File: src/rtl/feature_cache_writer_pkg.sv
// -----------------------------------------------------------------------------
// feature_cache_writer_pkg
// Shared constants and types for the feature cache write path:
//   - cache geometry (address width, word size, depth)
//   - descriptor geometry (words per feature, feature capacity)
//   - writer FSM state encoding
//   - detector-to-writer descriptor struct and cache write-port struct, used
//     when the links are bundled at the integration level
// -----------------------------------------------------------------------------
package feature_cache_writer_pkg;

    localparam int FCW_ADDR_WIDTH = 10;
    localparam int FCW_WORD_SIZE  = 8;
    localparam int FCW_WORDS      = 1024;
    localparam int FCW_FEAT_WORDS = 4;
    localparam int FCW_MAX_FEATS  = FCW_WORDS / FCW_FEAT_WORDS;

    typedef enum logic [1:0] {
        ST_IDLE   = 2'd0,
        ST_ACCEPT = 2'd1,
        ST_WRITE  = 2'd2,
        ST_DONE   = 2'd3
    } state_fcw_t;

    typedef struct packed {
        logic                                      valid;
        logic [FCW_FEAT_WORDS*FCW_WORD_SIZE-1:0]   data;
    } struct_featureDescriptor;

    typedef struct packed {
        logic [FCW_ADDR_WIDTH-1:0] waddr;
        logic [FCW_WORD_SIZE-1:0]  wdata;
        logic                      we;
    } struct_featureCache_Write;

endpackage

File: src/rtl/feature_cache_writer.sv
// -----------------------------------------------------------------------------
// feature_cache_writer
// Accepts feature descriptors over a valid/ready handshake and serialises each
// one into FEAT_WORDS consecutive cache words (word 0 = descriptor LSBs).
// Counts stored features per frame, flags dropped descriptors once the cache
// is full, and pulses done when the frame's features are all written.
//
// Ports:
//   clk, rst              clock, synchronous active-high reset
//   frame_start           pulse: start (or restart) a frame
//   frame_end             pulse: no more descriptors this frame
//   feat_valid/feat_ready descriptor handshake
//   feat_data             descriptor, FEAT_WORDS*WORD_SIZE bits
//   cache_waddr/wdata/we  registered cache write port
//   feat_count            features stored in the current/last frame
//   overflow              sticky per frame: a descriptor was dropped
//   done                  one-cycle pulse at frame completion
// -----------------------------------------------------------------------------
module feature_cache_writer
    import feature_cache_writer_pkg::*;
#(
    parameter int ADDR_WIDTH = FCW_ADDR_WIDTH,
    parameter int WORD_SIZE  = FCW_WORD_SIZE,
    parameter int WORDS      = FCW_WORDS,
    parameter int FEAT_WORDS = FCW_FEAT_WORDS,
    parameter int MAX_FEATS  = WORDS / FEAT_WORDS,
    parameter int COUNT_W    = $clog2(MAX_FEATS + 1)
) (
    input  logic                            clk,
    input  logic                            rst,
    input  logic                            frame_start,
    input  logic                            frame_end,
    input  logic                            feat_valid,
    output logic                            feat_ready,
    input  logic [FEAT_WORDS*WORD_SIZE-1:0] feat_data,
    output logic [ADDR_WIDTH-1:0]           cache_waddr,
    output logic [WORD_SIZE-1:0]            cache_wdata,
    output logic                            cache_we,
    output logic [COUNT_W-1:0]              feat_count,
    output logic                            overflow,
    output logic                            done
);

    localparam int IDX_W = (FEAT_WORDS > 1) ? $clog2(FEAT_WORDS) : 1;
    localparam logic [IDX_W-1:0]   LAST_IDX = IDX_W'(FEAT_WORDS - 1);
    localparam logic [COUNT_W-1:0] MAX_CNT  = COUNT_W'(MAX_FEATS);

    state_fcw_t                       state_q, state_d;
    logic [COUNT_W-1:0]               feat_count_q, feat_count_d;
    logic                             overflow_q, overflow_d;
    logic                             end_pending_q, end_pending_d;
    logic [IDX_W-1:0]                 word_idx_q, word_idx_d;
    logic [FEAT_WORDS*WORD_SIZE-1:0]  shreg_q, shreg_d;
    logic                             cache_we_q, cache_we_d;
    logic [ADDR_WIDTH-1:0]            cache_waddr_q, cache_waddr_d;
    logic [WORD_SIZE-1:0]             cache_wdata_q, cache_wdata_d;
    logic [ADDR_WIDTH-1:0]            base_addr;

    // First word address of the next descriptor; feat_count < MAX_FEATS when
    // used, so this stays within the cache without wrapping.
    assign base_addr = ADDR_WIDTH'(feat_count_q) * ADDR_WIDTH'(FEAT_WORDS);

    always_ff @(posedge clk) begin
        if (rst) begin
            state_q       <= ST_IDLE;
            feat_count_q  <= '0;
            overflow_q    <= 1'b0;
            end_pending_q <= 1'b0;
            word_idx_q    <= '0;
            cache_we_q    <= 1'b0;
            cache_waddr_q <= '0;
            cache_wdata_q <= '0;
        end else begin
            state_q       <= state_d;
            feat_count_q  <= feat_count_d;
            overflow_q    <= overflow_d;
            end_pending_q <= end_pending_d;
            word_idx_q    <= word_idx_d;
            cache_we_q    <= cache_we_d;
            cache_waddr_q <= cache_waddr_d;
            cache_wdata_q <= cache_wdata_d;
        end
        shreg_q <= shreg_d;
    end

    always_comb begin
        state_d       = state_q;
        feat_count_d  = feat_count_q;
        overflow_d    = overflow_q;
        end_pending_d = end_pending_q;
        word_idx_d    = word_idx_q;
        shreg_d       = shreg_q;
        cache_we_d    = 1'b0;
        cache_waddr_d = cache_waddr_q;
        cache_wdata_d = cache_wdata_q;

        if (frame_start) begin
            // Start or abort: any in-flight write sequence is cancelled here.
            state_d       = ST_ACCEPT;
            feat_count_d  = '0;
            overflow_d    = 1'b0;
            end_pending_d = 1'b0;
        end else begin
            case (state_q)
                ST_IDLE: begin
                    state_d = ST_IDLE;
                end
                ST_ACCEPT: begin
                    if (feat_valid) begin
                        if (feat_count_q < MAX_CNT) begin
                            // Word 0 goes straight to the write port; the
                            // remaining words wait in the shift register.
                            cache_we_d    = 1'b1;
                            cache_waddr_d = base_addr;
                            cache_wdata_d = feat_data[WORD_SIZE-1:0];
                            shreg_d       = feat_data >> WORD_SIZE;
                            word_idx_d    = '0;
                            state_d       = ST_WRITE;
                            if (frame_end) begin
                                end_pending_d = 1'b1;
                            end
                        end else begin
                            // Cache full: drop rather than stall the detector.
                            overflow_d = 1'b1;
                            if (frame_end) begin
                                state_d = ST_DONE;
                            end
                        end
                    end else if (frame_end) begin
                        state_d = ST_DONE;
                    end
                end
                ST_WRITE: begin
                    if (frame_end) begin
                        end_pending_d = 1'b1;
                    end
                    if (word_idx_q == LAST_IDX) begin
                        feat_count_d = feat_count_q + COUNT_W'(1);
                        state_d      = (end_pending_q || frame_end) ? ST_DONE : ST_ACCEPT;
                    end else begin
                        cache_we_d    = 1'b1;
                        cache_waddr_d = cache_waddr_q + ADDR_WIDTH'(1);
                        cache_wdata_d = shreg_q[WORD_SIZE-1:0];
                        shreg_d       = shreg_q >> WORD_SIZE;
                        word_idx_d    = word_idx_q + IDX_W'(1);
                    end
                end
                ST_DONE: begin
                    state_d = ST_IDLE;
                end
                default: begin
                    state_d = ST_IDLE;
                end
            endcase
        end
    end

    assign feat_ready  = (state_q == ST_ACCEPT);
    assign done        = (state_q == ST_DONE);
    assign cache_we    = cache_we_q;
    assign cache_waddr = cache_waddr_q;
    assign cache_wdata = cache_wdata_q;
    assign feat_count  = feat_count_q;
    assign overflow    = overflow_q;

endmodule
File: config.mk
export PLATFORM = sky130hd
export DESIGN_NAME = feature_cache_writer
export DESIGN_NICKNAME = d
export VERILOG_FILES = /design/src/rtl/feature_cache_writer_pkg.sv /design/src/rtl/feature_cache_writer.sv
export SDC_FILE = /design/constraint.sdc
export NUM_CORES = 1
export LEC_CHECK = 0
export ABC_CLOCK_PERIOD_IN_PS = 3800
export CAP_MARGIN = 10
export CELL_PAD_IN_SITES_DETAIL_PLACEMENT = 0
export CELL_PAD_IN_SITES_GLOBAL_PLACEMENT = 1
export CORE_MARGIN = 4
export CORE_UTILIZATION = 42
export CTS_BUF_LIST = sky130_fd_sc_hd__clkbuf_2
export DETAILED_ROUTE_END_ITERATION = 16
export HOLD_SLACK_MARGIN = 0.12
export PLACE_DENSITY_LB_ADDON = 0.1
export SKIP_LAST_GASP = 1
export SYNTH_ARGS = -nofsm -noshare
export SYNTH_HDL_FRONTEND = slang
export SYNTH_SLANG_ARGS = --single-unit
File: constraint.sdc
create_clock -name clk -period 3.8 [get_ports clk]
set_input_delay 0.38 -clock clk [delete_from_list [all_inputs] [get_ports clk]]
set_output_delay 0.38 -clock clk [all_outputs]
set_load 0.02 [all_outputs]
Word-level counts from Yosys, hierarchy flattened --
Cells that the tools add are included.
Storage, ports and cells: latch bits 0, logic and storage cells 65, output and inout bits 31, bits in registers 66, memory bits (read-only) 0, memories kept 0, memory bits (writable) 0
Cells by class: muxes and demuxes 31, reductions and logical operators 9, $mul 0, bitwise gates (word level) 2, $add $sub $neg 3, order comparisons 1, shift-type cells 0, divide/modulo/power cells 0, equality and inequality tests 9
Operator list (count):
- 32-bit two-way mux | 3
- 32-bit one-hot mux with 2 select lines | 1
- 10-bit two-way mux | 3
- 8-bit two-way mux | 3
- 10-bit one-hot mux with 2 select lines | 1
- 2-bit two-way mux | 8
- 8-bit one-hot mux with 2 select lines | 1
- 10-bit by 1-bit adder with 10-bit output (second input constant) | 1
- 9-bit by 1-bit adder with 9-bit output (second input constant) | 1
- 9-bit less-than comparator (second input constant) | 1
- 1-bit two-way mux | 7
- 2-bit equality test (second input constant) | 3
- 2-bit inequality test (second input constant) | 3
- 2-bit one-hot mux with 3 select lines | 1
- 3-bit AND reduction | 2
- 5-bit AND reduction | 1
- 1-bit one-hot mux with 2 select lines | 2
- 2-bit one-hot mux with 2 select lines | 1
- 2-bit OR reduction | 2
- 3-bit inequality test (second input constant) | 1
- 2-bit by 1-bit adder with 2-bit output (second input constant) | 1
- 2-bit by 1-bit equality test with 1-bit output (second input constant) | 1
- 2-bit zero test | 1
- 2-bit by 1-bit inequality test with 1-bit output (second input constant) | 1
- other kinds (4) | 5

Longest topological paths before layout --
Gate-level depths: netlist of run 1.
word-level depth 5, mapped depth 9, mapped depth without buffers 7

Least setup slack after synthesis of run 1 --
No wires, ideal clock.
path kind reg2reg, start point register state_q[0], end point register shreg_q[0], enable pin, stages on the path, launching flop included 8, data arrival time 1.832 ns, setup time 0.374 ns, path buffers 2, period minus slack after synthesis 2.206 ns, path slack 1.594 ns, cell sequence dfxtp_1 > inv_1 > ha_1 > and2_1 > clkbuf_2 > a2111o_1 > clkinv_2 > buf_2
On the way: word-level cells in the longest chain between the ends 3, elaborated cells between the ends (all ways) 7, those cells by class 5 x eq/ne; 2 x reduce/logical
Ends and longest elaborated chain:
- from (decl) | line feature_cache_writer.sv:48 | state_fcw_t state_q, state_d;
- from (signal assigned) | line feature_cache_writer.sv:74 | state_q <= state_d;
- 2-bit equality test / 2-bit by 1-bit equality test with 1-bit output (equally long branches) | line feature_cache_writer.sv:104 | case (state_q)
- 2-bit inequality test (no line), or another cell as far along
- 5-bit AND reduction (no line) (*)
- to (signal assigned) | line feature_cache_writer.sv:83 | shreg_q <= shreg_d;
- to (decl) | line feature_cache_writer.sv:53 | logic [FEAT_WORDS*WORD_SIZE-1:0] shreg_q, shreg_d;
Every way passes the cells marked *; elsewhere a longest branch is shown, timed or not. A chain may end at the register's enable or synchronous reset.

Worst setup path in the final report of run 1 --
start point register state_q[0], end point register cache_waddr_q[5] (netlist: cache_waddr[5])
On the way: word-level cells in the longest chain between the ends 3, elaborated cells between the ends (all ways) 8, those cells by class 5 x eq/ne; 1 x mux; 2 x reduce/logical
Ends and longest elaborated chain:
- 2-bit equality test / 2-bit by 1-bit equality test with 1-bit output (equally long branches) | line feature_cache_writer.sv:104
- 2-bit inequality test (no line), or another cell as far along
- 5-bit AND reduction (no line)
- to (signal assigned) | line feature_cache_writer.sv:80 | cache_waddr_q <= cache_waddr_d;
- to (decl) | line feature_cache_writer.sv:55 | logic [ADDR_WIDTH-1:0] cache_waddr_q, cache_waddr_d;
Parallel ways exist; a longest one is shown, timed or not.

==> results of run 1 <==
## layer usage
layer	up-vias	wire length, µm	part of all wire (%)
met5	-	0	0
met3	6	367	6.1
met4	0	57	0.95
met1	977	2760	46
met2	58	2820	47
li1	1048	-	-
## worst max-delay path, cell delays in order, from the launching register on
cell	delay (ns)
dfxtp_1	0.38
inv_1	0.09
ha_2	0.41
and2_1	0.28
a2111o_1	0.37
clkinv_2	0.69
a21oi_1	0.34
a211oi_1	0.07
## cell usage in the layout (no fill, tap or decap), types with 2 or more instances in the layout
cell type        instances
clkbuf_2                11
ha_1                     6
nor2_1                  28
and2_1                   3
buf_4                    2
nand2_1                 12
edfxtp_1                24
nand3_1                  6
nand4_1                  4
a22oi_1                  2
mux2i_1                 11
a211oi_2                 3
nand2b_1                 2
a211oi_1                10
xnor2_1                  3
dfxtp_1                 34
nor3_1                   4
o21ai_0                 16
clkdlybuf4s50_1         67
nor4_1                   4
nor2b_1                 13
clkinvlp_4               2
bufinv_16                2
o21a_1                   2
inv_1                    4
xor2_1                   4
a21oi_1                 13
mux2_2                  16
## power by group through the flow
stage	registers [W]	logic [W]	clock network (W)
floorplan	0.000703	0.0000669	0
global placement	0.000694	0.000144	0
finish	0.000682	0.000144	0.000454
detailed placement	0.000695	0.000144	0
CTS	0.000682	0.000145	0.000463
global route	0.000684	0.000157	0.000497
## state kept, by name (all words and copies together), names as in the netlist, 2 cells and up
register / count
feat_count: 9
word_idx_q: 2
cache_wdata: 8
shreg_q: 24
state_q: 2
cache_waddr: 10
## through the flow
step | instance area (µm²) | util, % | cells | hold slack [ns]
global placement | 3400 | 56.1 | 384 | 0.457
floorplan | 2680 | - | 253 | 0.437
finish | 3530 | 58.3 | 400 | 0.497
CTS | 3530 | 58.3 | 400 | 0.500
detailed placement | 3400 | 56.1 | 384 | 0.467
global route | 3530 | 58.3 | 400 | 0.482
## kinds of logic after synthesis
kind of cell	count (synthesis)	share of synthesized area, %
AOI/OAI and AO/OA	55	13.4
xor gates and xnor gates	7	2.29
adders and majority gates	7	3.27
buffers and inverters	18	3.04
DFF	58	52.3
muxes	27	10.8
and+or+nand+nor	81	14.9
## how the worst max path moves through the flow
stage | cells past startpoint | startpoint | to | slack (ns)
finish | 7 | state_q[0] | cache_waddr[5] | 1.03
global route | 7 | state_q[0] | cache_waddr[5] | 0.71
CTS | 7 | state_q[0] | cache_waddr[8] | 1.03
detailed placement | 7 | state_q[0] | cache_waddr[8] | 1.04
global placement | 7 | state_q[0] | cache_waddr[5] | 1.13
floorplan | 7 | state_q[0] | shreg_q[0] | 1.59
## layout make-up
cell class | instances | area, µm² | share of cell area, %
multi-input combinational | 177 | 1200 | 33.9
tap | 75 | 93.8 | 2.66
sequential | 58 | 1400 | 39.7
inverter | 5 | 20.0 | 0.567
clock buffer | 11 | 55.1 | 1.56
clock inverter | 5 | 78.8 | 2.23
timing repair buffer | 69 | 686 | 19.4
==> flow_metrics.tcl, run 1 <==
set metrics [dict create \
    post-place-ws_ns 1.04 \
    route.vias.total 2089 \
    min_path_cells 2 \
    syn2layout_area_growth_pct 31.9 \
    p_sw_share_pct 24.1 \
    fp.coreArea_mm2 0.00606 \
    final.setup.tns_ns 0 \
    ys_warn_count 0 \
    routed_wl_um 6010 \
    met1_usage_pct 22.1 \
    antenna_cells 0 \
    wl_per_cell_um 15.0 \
    clock_power_share_pct 35.5 \
    ctsResizeCount 0 \
    grt_pass1_vias 1977 \
    ys_seq_area_share_pct 52.3 \
    yosysUniqueCellTypes 43 \
    synth_area_leader_cell "edfxtp_1" \
    worstPathRequired_ns 4.15 \
    start_util_pct 44.2 \
    pwr-share-seq_pct 53.3 \
    cts_buffer_depth 2 \
    synth-edff-count 24 \
    insertion_delay_ns 0.48 \
    p_total_w 0.00128 \
    ys.flop_type "dfxtp_1" \
    syn_inst 253 \
    rsz0062_at_grt "false" \
    reg2reg_depth 7 \
    power.density_mw_per_mm2 362 \
    period_share_pct 72.8 \
    min_from "end_pending_q" \
    p_sw_w 0.000308 \
    cts_setup_buffers 0 \
    critPathKind "flop to flop" \
    syn_area_per_cell_um2 10.6 \
    final_nets 364 \
    setup_slack_ns 1.03 \
    synth_seq_cells 58 \
    worst_pin_slew_ns 0.753 \
    grt_pass1_wl_um 9720 \
    ff2ff_setup_slack_ns 1.03 \
    final_layout_size_suffix_gt1_share_pct 12.3 \
    path_max_fanout 50 \
    maxCapViolations 0 \
    place_congestion 0.808 \
    clkSinkCount 58 \
    power_leakage_nw 1.17 \
    die-width_um 87.9 \
    hold_path_end "end_pending_q" \
    path_clk_slew_ns 0.17 \
    ant_nets 0 \
    synthTopCellsByCount "34 x dfxtp_1, 28 x nor2_1, 24 x edfxtp_1, 16 x mux2_2, 16 x o21ai_0" \
    maxSlewViolCount 0 \
    track_usage_pct 16.6 \
    status "complete, no violations" \
    grt_max_degree 51 \
    drc 0 \
    drtIter0Drc 93 \
    drt_first_pass_iters 5 \
    tritoncts "yes" \
    worstSetupStartpointType "flop" \
    timing.rr.end "cache_waddr[5]" \
    synth_area_leaders "edfxtp_1 27%, dfxtp_1 25%, mux2_2 6.7%" \
    ios 68 \
    ys_async_sr_fraction_pct 0 \
    vias_per_cell 5.22 \
    fmax_mhz 361 \
    arrival_ns 3.12 \
    die-area_mm2 0.00772 \
    finalHoldViolations 0 \
    hp-class "flop to flop" \
    overflow 0 \
    die_y_um 87.9 \
    cts_root_buf "clkbuf_2" \
    endpoint_kind "flop" \
    antenna_found_initial 0 \
    grt_util_met3_pct 3.95 \
    nFillCells 522 \
    setup_viol 0 \
    hpwl_um 4030 \
    reg2reg_from "state_q[0]" \
    syn_nets 297 \
    num_rows 28 \
    finalClockSkew_ns 0.0225 \
    slew_headroom_pct 49.8 \
    combPwrFrac_pct 11.2 \
    port_buffers 67 \
    yosysMostFrequentCell "dfxtp_1" \
    cts_made_buffers 9 \
    synth_top_area_share_pct 26.9 \
    top_usage_layer "met2" \
    ctsHoldBuffers 0 \
    syn_area_mm2 0.00268 \
    period_minus_slack_ns 2.77 \
    htree_levels 3 \
    ir_worst_vdd_mv 0.273 \
    intPower_w 0.000971 \
    met2_usage_pct 25.0 \
]
(Power assumes the default switching activity.)
==> inputs of run 2 (changes only) <==
--- a/config.mk
+++ b/config.mk
@@ -5,12 +5,12 @@
 export SDC_FILE = /design/constraint.sdc
 export NUM_CORES = 1
 export LEC_CHECK = 0
-export ABC_CLOCK_PERIOD_IN_PS = 3800
+export ABC_CLOCK_PERIOD_IN_PS = 2200
 export CAP_MARGIN = 10
 export CELL_PAD_IN_SITES_DETAIL_PLACEMENT = 0
 export CELL_PAD_IN_SITES_GLOBAL_PLACEMENT = 1
 export CORE_MARGIN = 4
-export CORE_UTILIZATION = 42
+export CORE_UTILIZATION = 35
 export CTS_BUF_LIST = sky130_fd_sc_hd__clkbuf_2
 export DETAILED_ROUTE_END_ITERATION = 16
 export HOLD_SLACK_MARGIN = 0.12
==> constraint.sdc (replaced) <==
create_clock -name clk -period 2.2 [get_ports clk]
set_input_delay 0.22 -clock clk [delete_from_list [all_inputs] [get_ports clk]]
set_output_delay 0.22 -clock clk [all_outputs]
set_load 0.02 [all_outputs]
==> run 2 against run 1 <==
Against the previous run: non-clock buffer count up 4; count of clock-buffer cells in the layout down 1; global-route usage down 2.6 points; combinational power up 78%; sequential cell count unchanged.
==> flow_metrics.tcl, run 2 (synthesis results as in run 1) <==
set metrics [dict create \
    largest_register_ffs 24 \
    tritoncts "yes" \
    start_util_pct 36.5 \
    clkSinkCount 58 \
    intPower_w 0.00156 \
    finalClockSkew_ns 0.0148 \
    pwr-share-seq_pct 56.5 \
    final.setup.tns_ns 0 \
    power_leakage_nw 1.20 \
    critPathKind "flop to flop" \
    status "complete, no violations" \
    power.density_mw_per_mm2 582 \
    combPwrFrac_pct 12.3 \
    cts_root_buf "clkbuf_2" \
    die-area_mm2 0.00912 \
    grt_pass1_wl_um 9540 \
    grt_pass1_vias 1994 \
    layout_common_cells "66 x clkdlybuf4s50_1, 34 x dfxtp_1, 28 x nor2_1" \
    maxSlewViolCount 0 \
    place_inst 412 \
    multi_input_area_mm2 0.00120 \
    drc 0 \
    register_area_mm2 0.00140 \
    overflow 0 \
    port_buffers 67 \
    cts_setup_buffers 0 \
    endpoint_kind "flop" \
    fin_cells 428 \
    antenna_cells 0 \
    cts_made_buffers 9 \
    period_minus_slack_ns 2.00 \
    wl_per_cell_um 14.1 \
    htree_levels 3 \
    maxCapViolations 0 \
    nFillCells 683 \
    period_share_pct 90.9 \
    worst_pin_slew_ns 0.602 \
    place_congestion 0.759 \
    worstSetupStartpointType "flop" \
    hp-class "input pin to flop" \
    syn2layout_area_growth_pct 33.7 \
    num_rows 31 \
    path_clk_slew_ns 0.17 \
    drtIter0Drc 51 \
    slew_headroom_pct 59.6 \
    layout_commonest_cell "clkdlybuf4s50_1" \
    setup_slack_ns 0.199 \
    die_y_um 95.5 \
    finalHoldViolations 0 \
    cts_buffer_depth 2 \
    path_max_fanout 13 \
    insertion_delay_ns 0.47 \
    grt_max_degree 38 \
    route.vias.total 2072 \
    post-place-ws_ns 0.186 \
    ios 68 \
    clock_power_share_pct 31.3 \
    largest-register "shreg_q" \
    track_usage_pct 13.9 \
    p_sw_share_pct 25.2 \
    final_layout_size_suffix_gt1_share_pct 13.1 \
    ant_nets 0 \
    antenna_found_initial 0 \
    routed_wl_um 6040 \
    fmax_mhz 500 \
    fp.coreArea_mm2 0.00733 \
    ir_worst_vdd_mv 0.269 \
    worstPathRequired_ns 2.59 \
    drt_first_pass_iters 4 \
    setup_viol 0 \
    final_nets 368 \
    die-width_um 95.5 \
    hpwl_um 4290 \
    rsz0062_at_grt "false" \
    p_sw_w 0.000526 \
    arrival_ns 2.39 \
    vias_per_cell 4.84 \
]
run 2: what timing repair did:
action	4_1_cts	5_1_grt
setup endpoints to repair	0	1
resized for setup	0	1
hold endpoints to repair	0	0
hold buffers	0	0
run 2: power groups by stage:
stage                     Sequential (W)  Clock [W]  Combinational, W
after floorplan                  0.00121          0          0.000116
after global placement           0.00120          0          0.000258
after detailed placement         0.00120          0          0.000259
after CTS                        0.00118   0.000679          0.000260
after global routing             0.00118   0.000733          0.000279
final                            0.00118   0.000652          0.000256
run 2: worst paths after layout:
kind                      from              to  slack [ns]  cells past startpoint
setup reg to reg    state_q[0]  cache_waddr[8]        0.20                      8
hold reg to reg       overflow        overflow        0.50                      2
setup / recovery    state_q[0]  cache_waddr[8]        0.20                      8
hold / removal    feat_data[3]  cache_wdata[3]        0.37                      3
run 2: layout make-up:
cell class | instances | area share [%]
clock buffers | 10 | 1.40
clock inverters | 6 | 1.61
inverters | 5 | 0.559
multi-input cells | 177 | 33.5
flip-flops and latches | 58 | 39.1
well taps | 99 | 3.46
repair buffers | 73 | 20.4
run 2: metal layers:
metal / GRT usage [%] / vias up / share of wire (%)
met5: 0 / - / 0
met4: 7.46 / 0 / 1.9
met1: 17.9 / 957 / 46
met2: 21.0 / 47 / 46
li1: - / 1059 / -
met3: 4.18 / 9 / 5.2
run 2: worst max-delay path, cell delays in order (launching register included):
cell and delay, ns:
dfxtp_1 0.42, inv_1 0.08, ha_2 0.23, and2_1 0.20
a2111o_1 0.45, clkinv_2 0.09, buf_4 0.18, a21oi_1 0.08
a211oi_1 0.19
run 2: per-stage QoR:
stage	instance area (µm²)	total power [W]	hold WS (ns)	utilization, %
floorplan	2680	0.00133	0.358	-
global placement	3470	0.00146	0.452	47.4
detailed placement	3470	0.00146	0.466	47.4
CTS	3580	0.00212	0.334	48.8
global route	3580	0.00219	0.336	48.9
finish	3580	0.00208	0.372	48.9
==> inputs of run 3 (changes only) <==
--- a/config.mk
+++ b/config.mk
@@ -9,7 +9,7 @@
 export CAP_MARGIN = 10
 export CELL_PAD_IN_SITES_DETAIL_PLACEMENT = 0
 export CELL_PAD_IN_SITES_GLOBAL_PLACEMENT = 1
-export CORE_MARGIN = 4
+export CORE_MARGIN = 1.5
 export CORE_UTILIZATION = 35
 export CTS_BUF_LIST = sky130_fd_sc_hd__clkbuf_2
 export DETAILED_ROUTE_END_ITERATION = 16
==> run 3 against run 2 <==
Against the previous run: cell area up 1.2%; largest cell class unchanged; maximum frequency up 0.23%; count of clock-buffer cells in the layout stayed put; critical endpoint is now cache_wdata[7]; clock skew increased by 0.0064 ns; register-to-register slack barely moved; sequential power barely moved; global-route usage increased by 1.6 points; clock power rose by 23%; first-iteration DRC count is 24% higher.
==> flow_metrics.tcl, run 3 (synthesis results as in run 1) <==
set metrics [dict create \
    status "complete, no violations" \
    endpoint_kind "flop" \
    ios 68 \
    period_share_pct 90.7 \
    finalHoldViolations 0 \
    maxSlewViolCount 0 \
    path_max_fanout 37 \
    power.density_mw_per_mm2 618 \
    die-area_mm2 0.00819 \
    tritoncts "yes" \
    layout_common_cells "66 x clkdlybuf4s50_1, 34 x dfxtp_1, 28 x nor2_1" \
    cts_buffer_depth 2 \
    final.setup.tns_ns 0 \
    p_sw_w 0.000555 \
    ir_worst_vdd_mv 0.257 \
    worst_pin_slew_ns 0.384 \
    start_util_pct 36.5 \
    routed_wl_um 6020 \
    min_from "feat_data[2]" \
    fmax_mhz 501 \
    final_nets 369 \
    grt_pass1_wl_um 9870 \
    hp-class "input pin to flop" \
    timing.rr.end "cache_wdata[7]" \
    cts_made_buffers 9 \
    num_rows 31 \
    grt_max_degree 38 \
    register_area_mm2 0.00140 \
    largest_register_ffs 24 \
    drt_first_pass_iters 4 \
    maxCapViolations 0 \
    final_layout_size_suffix_gt1_share_pct 13.9 \
    reg2reg_depth 8 \
    largest-register "shreg_q" \
    critPathKind "flop to flop" \
    place_area_mm2 0.00348 \
    worstPathRequired_ns 2.61 \
    nFillCells 697 \
    cts_root_buf "clkbuf_2" \
    vias_per_cell 4.87 \
    pwr-share-seq_pct 52.6 \
    overflow 0 \
    min_path_cells 3 \
    intPower_w 0.00168 \
    die-width_um 90.5 \
    clkSinkCount 58 \
    period_minus_slack_ns 2.00 \
    rsz0062_at_grt "false" \
    place_congestion 0.755 \
    clock_power_share_pct 35.9 \
    reg2reg_from "state_q[0]" \
    slew_headroom_pct 74.4 \
    arrival_ns 2.40 \
    wl_per_cell_um 14.0 \
    finalClockSkew_ns 0.0211 \
    drtIter0Drc 63 \
    final_cell_area_mm2 0.00362 \
    layout_commonest_cell "clkdlybuf4s50_1" \
    die_y_um 90.5 \
    route.vias.total 2088 \
    antenna_cells 0 \
    power_leakage_nw 1.21 \
    combPwrFrac_pct 11.5 \
    p_sw_share_pct 24.8 \
    setup_viol 0 \
    track_usage_pct 15.5 \
    ctsHoldBuffers 0 \
    syn2layout_area_growth_pct 35.3 \
    insertion_delay_ns 0.48 \
    htree_levels 3 \
    path_clk_slew_ns 0.18 \
    ff2ff_setup_slack_ns 0.20 \
    antenna_found_initial 0 \
    ant_nets 0 \
    drc 0 \
    port_buffers 67 \
    multi_input_area_mm2 0.00120 \
    hpwl_um 4190 \
    grt_pass1_vias 1926 \
    hold_path_end "cache_wdata[2]" \
    fp.coreArea_mm2 0.00733 \
    worstSetupStartpointType "flop" \
]
run 3: timing repair:
action / in CTS / in global routing
setup endpoints to repair: 0 / 1
endpoints found under the hold margin: 0 / 0
resized for setup: 0 / 1
setup buffers: 0 / 0
run 3: routing by layer:
layer	wire, µm	part of all wire [%]	global-route usage, %	vias up
li1	-	-	-	1060
met1	2880	48	20.4	977
met2	2770	46	23.5	43
met3	286	4.8	5.81	8
met4	77	1.3	4.76	0
met5	0	0	0	-
run 3: power by group through the flow:
stage	combinational, W	clock (W)	sequential, W
floorplan	0.000116	0	0.00121
finish	0.000257	0.000805	0.00118
detailed placement	0.000260	0	0.00120
CTS	0.000261	0.000844	0.00118
global placement	0.000258	0	0.00120
global route	0.000280	0.000881	0.00118
run 3: critical path, cell delays in order (launching register included):
cell and delay [ns]:
dfxtp_1 0.43, inv_1 0.08, ha_2 0.20, and2_1 0.20, a2111o_1 0.45, clkinv_2 0.09
buf_12 0.20, nor2_1 0.06, a211oi_1 0.19
run 3: metrics by stage:
step | utilization (%) | setup slack, ns | hold WS (ns) | power [W] | instances
floorplan | - | 0.178 | 0.358 | 0.00133 | 253
global placement | 47.5 | 0.236 | 0.456 | 0.00146 | 413
detailed placement | 47.5 | 0.208 | 0.456 | 0.00146 | 413
CTS | 49.4 | 0.00473 | 0.300 | 0.00228 | 429
global route | 49.4 | 0.0147 | 0.315 | 0.00234 | 429
finish | 49.4 | 0.204 | 0.349 | 0.00224 | 429
run 3: worst max path at each step:
stage	cells past startpoint	to	from	slack [ns]
2_1_floorplan	7	shreg_q[0]	state_q[0]	0.18
3_3_place_gp	7	cache_wdata[2]	feat_valid	0.24
3_5_place_dp	7	cache_wdata[4]	feat_valid	0.21
4_1_cts	3	feat_ready	state_q[1]	0.005
5_1_grt	8	cache_wdata[7]	state_q[0]	0.01
6_report	8	cache_wdata[7]	state_q[0]	0.20
run 3: final cells by class:
type | count | area share, %
Inverter | 5 | 0.552
Timing Repair Buffer | 74 | 20.4
Clock inverter | 6 | 2.52
Clock buffer | 10 | 1.38
Multi-Input combinational cell | 177 | 33.1
Sequential cell | 58 | 38.7
Tap cell | 99 | 3.42
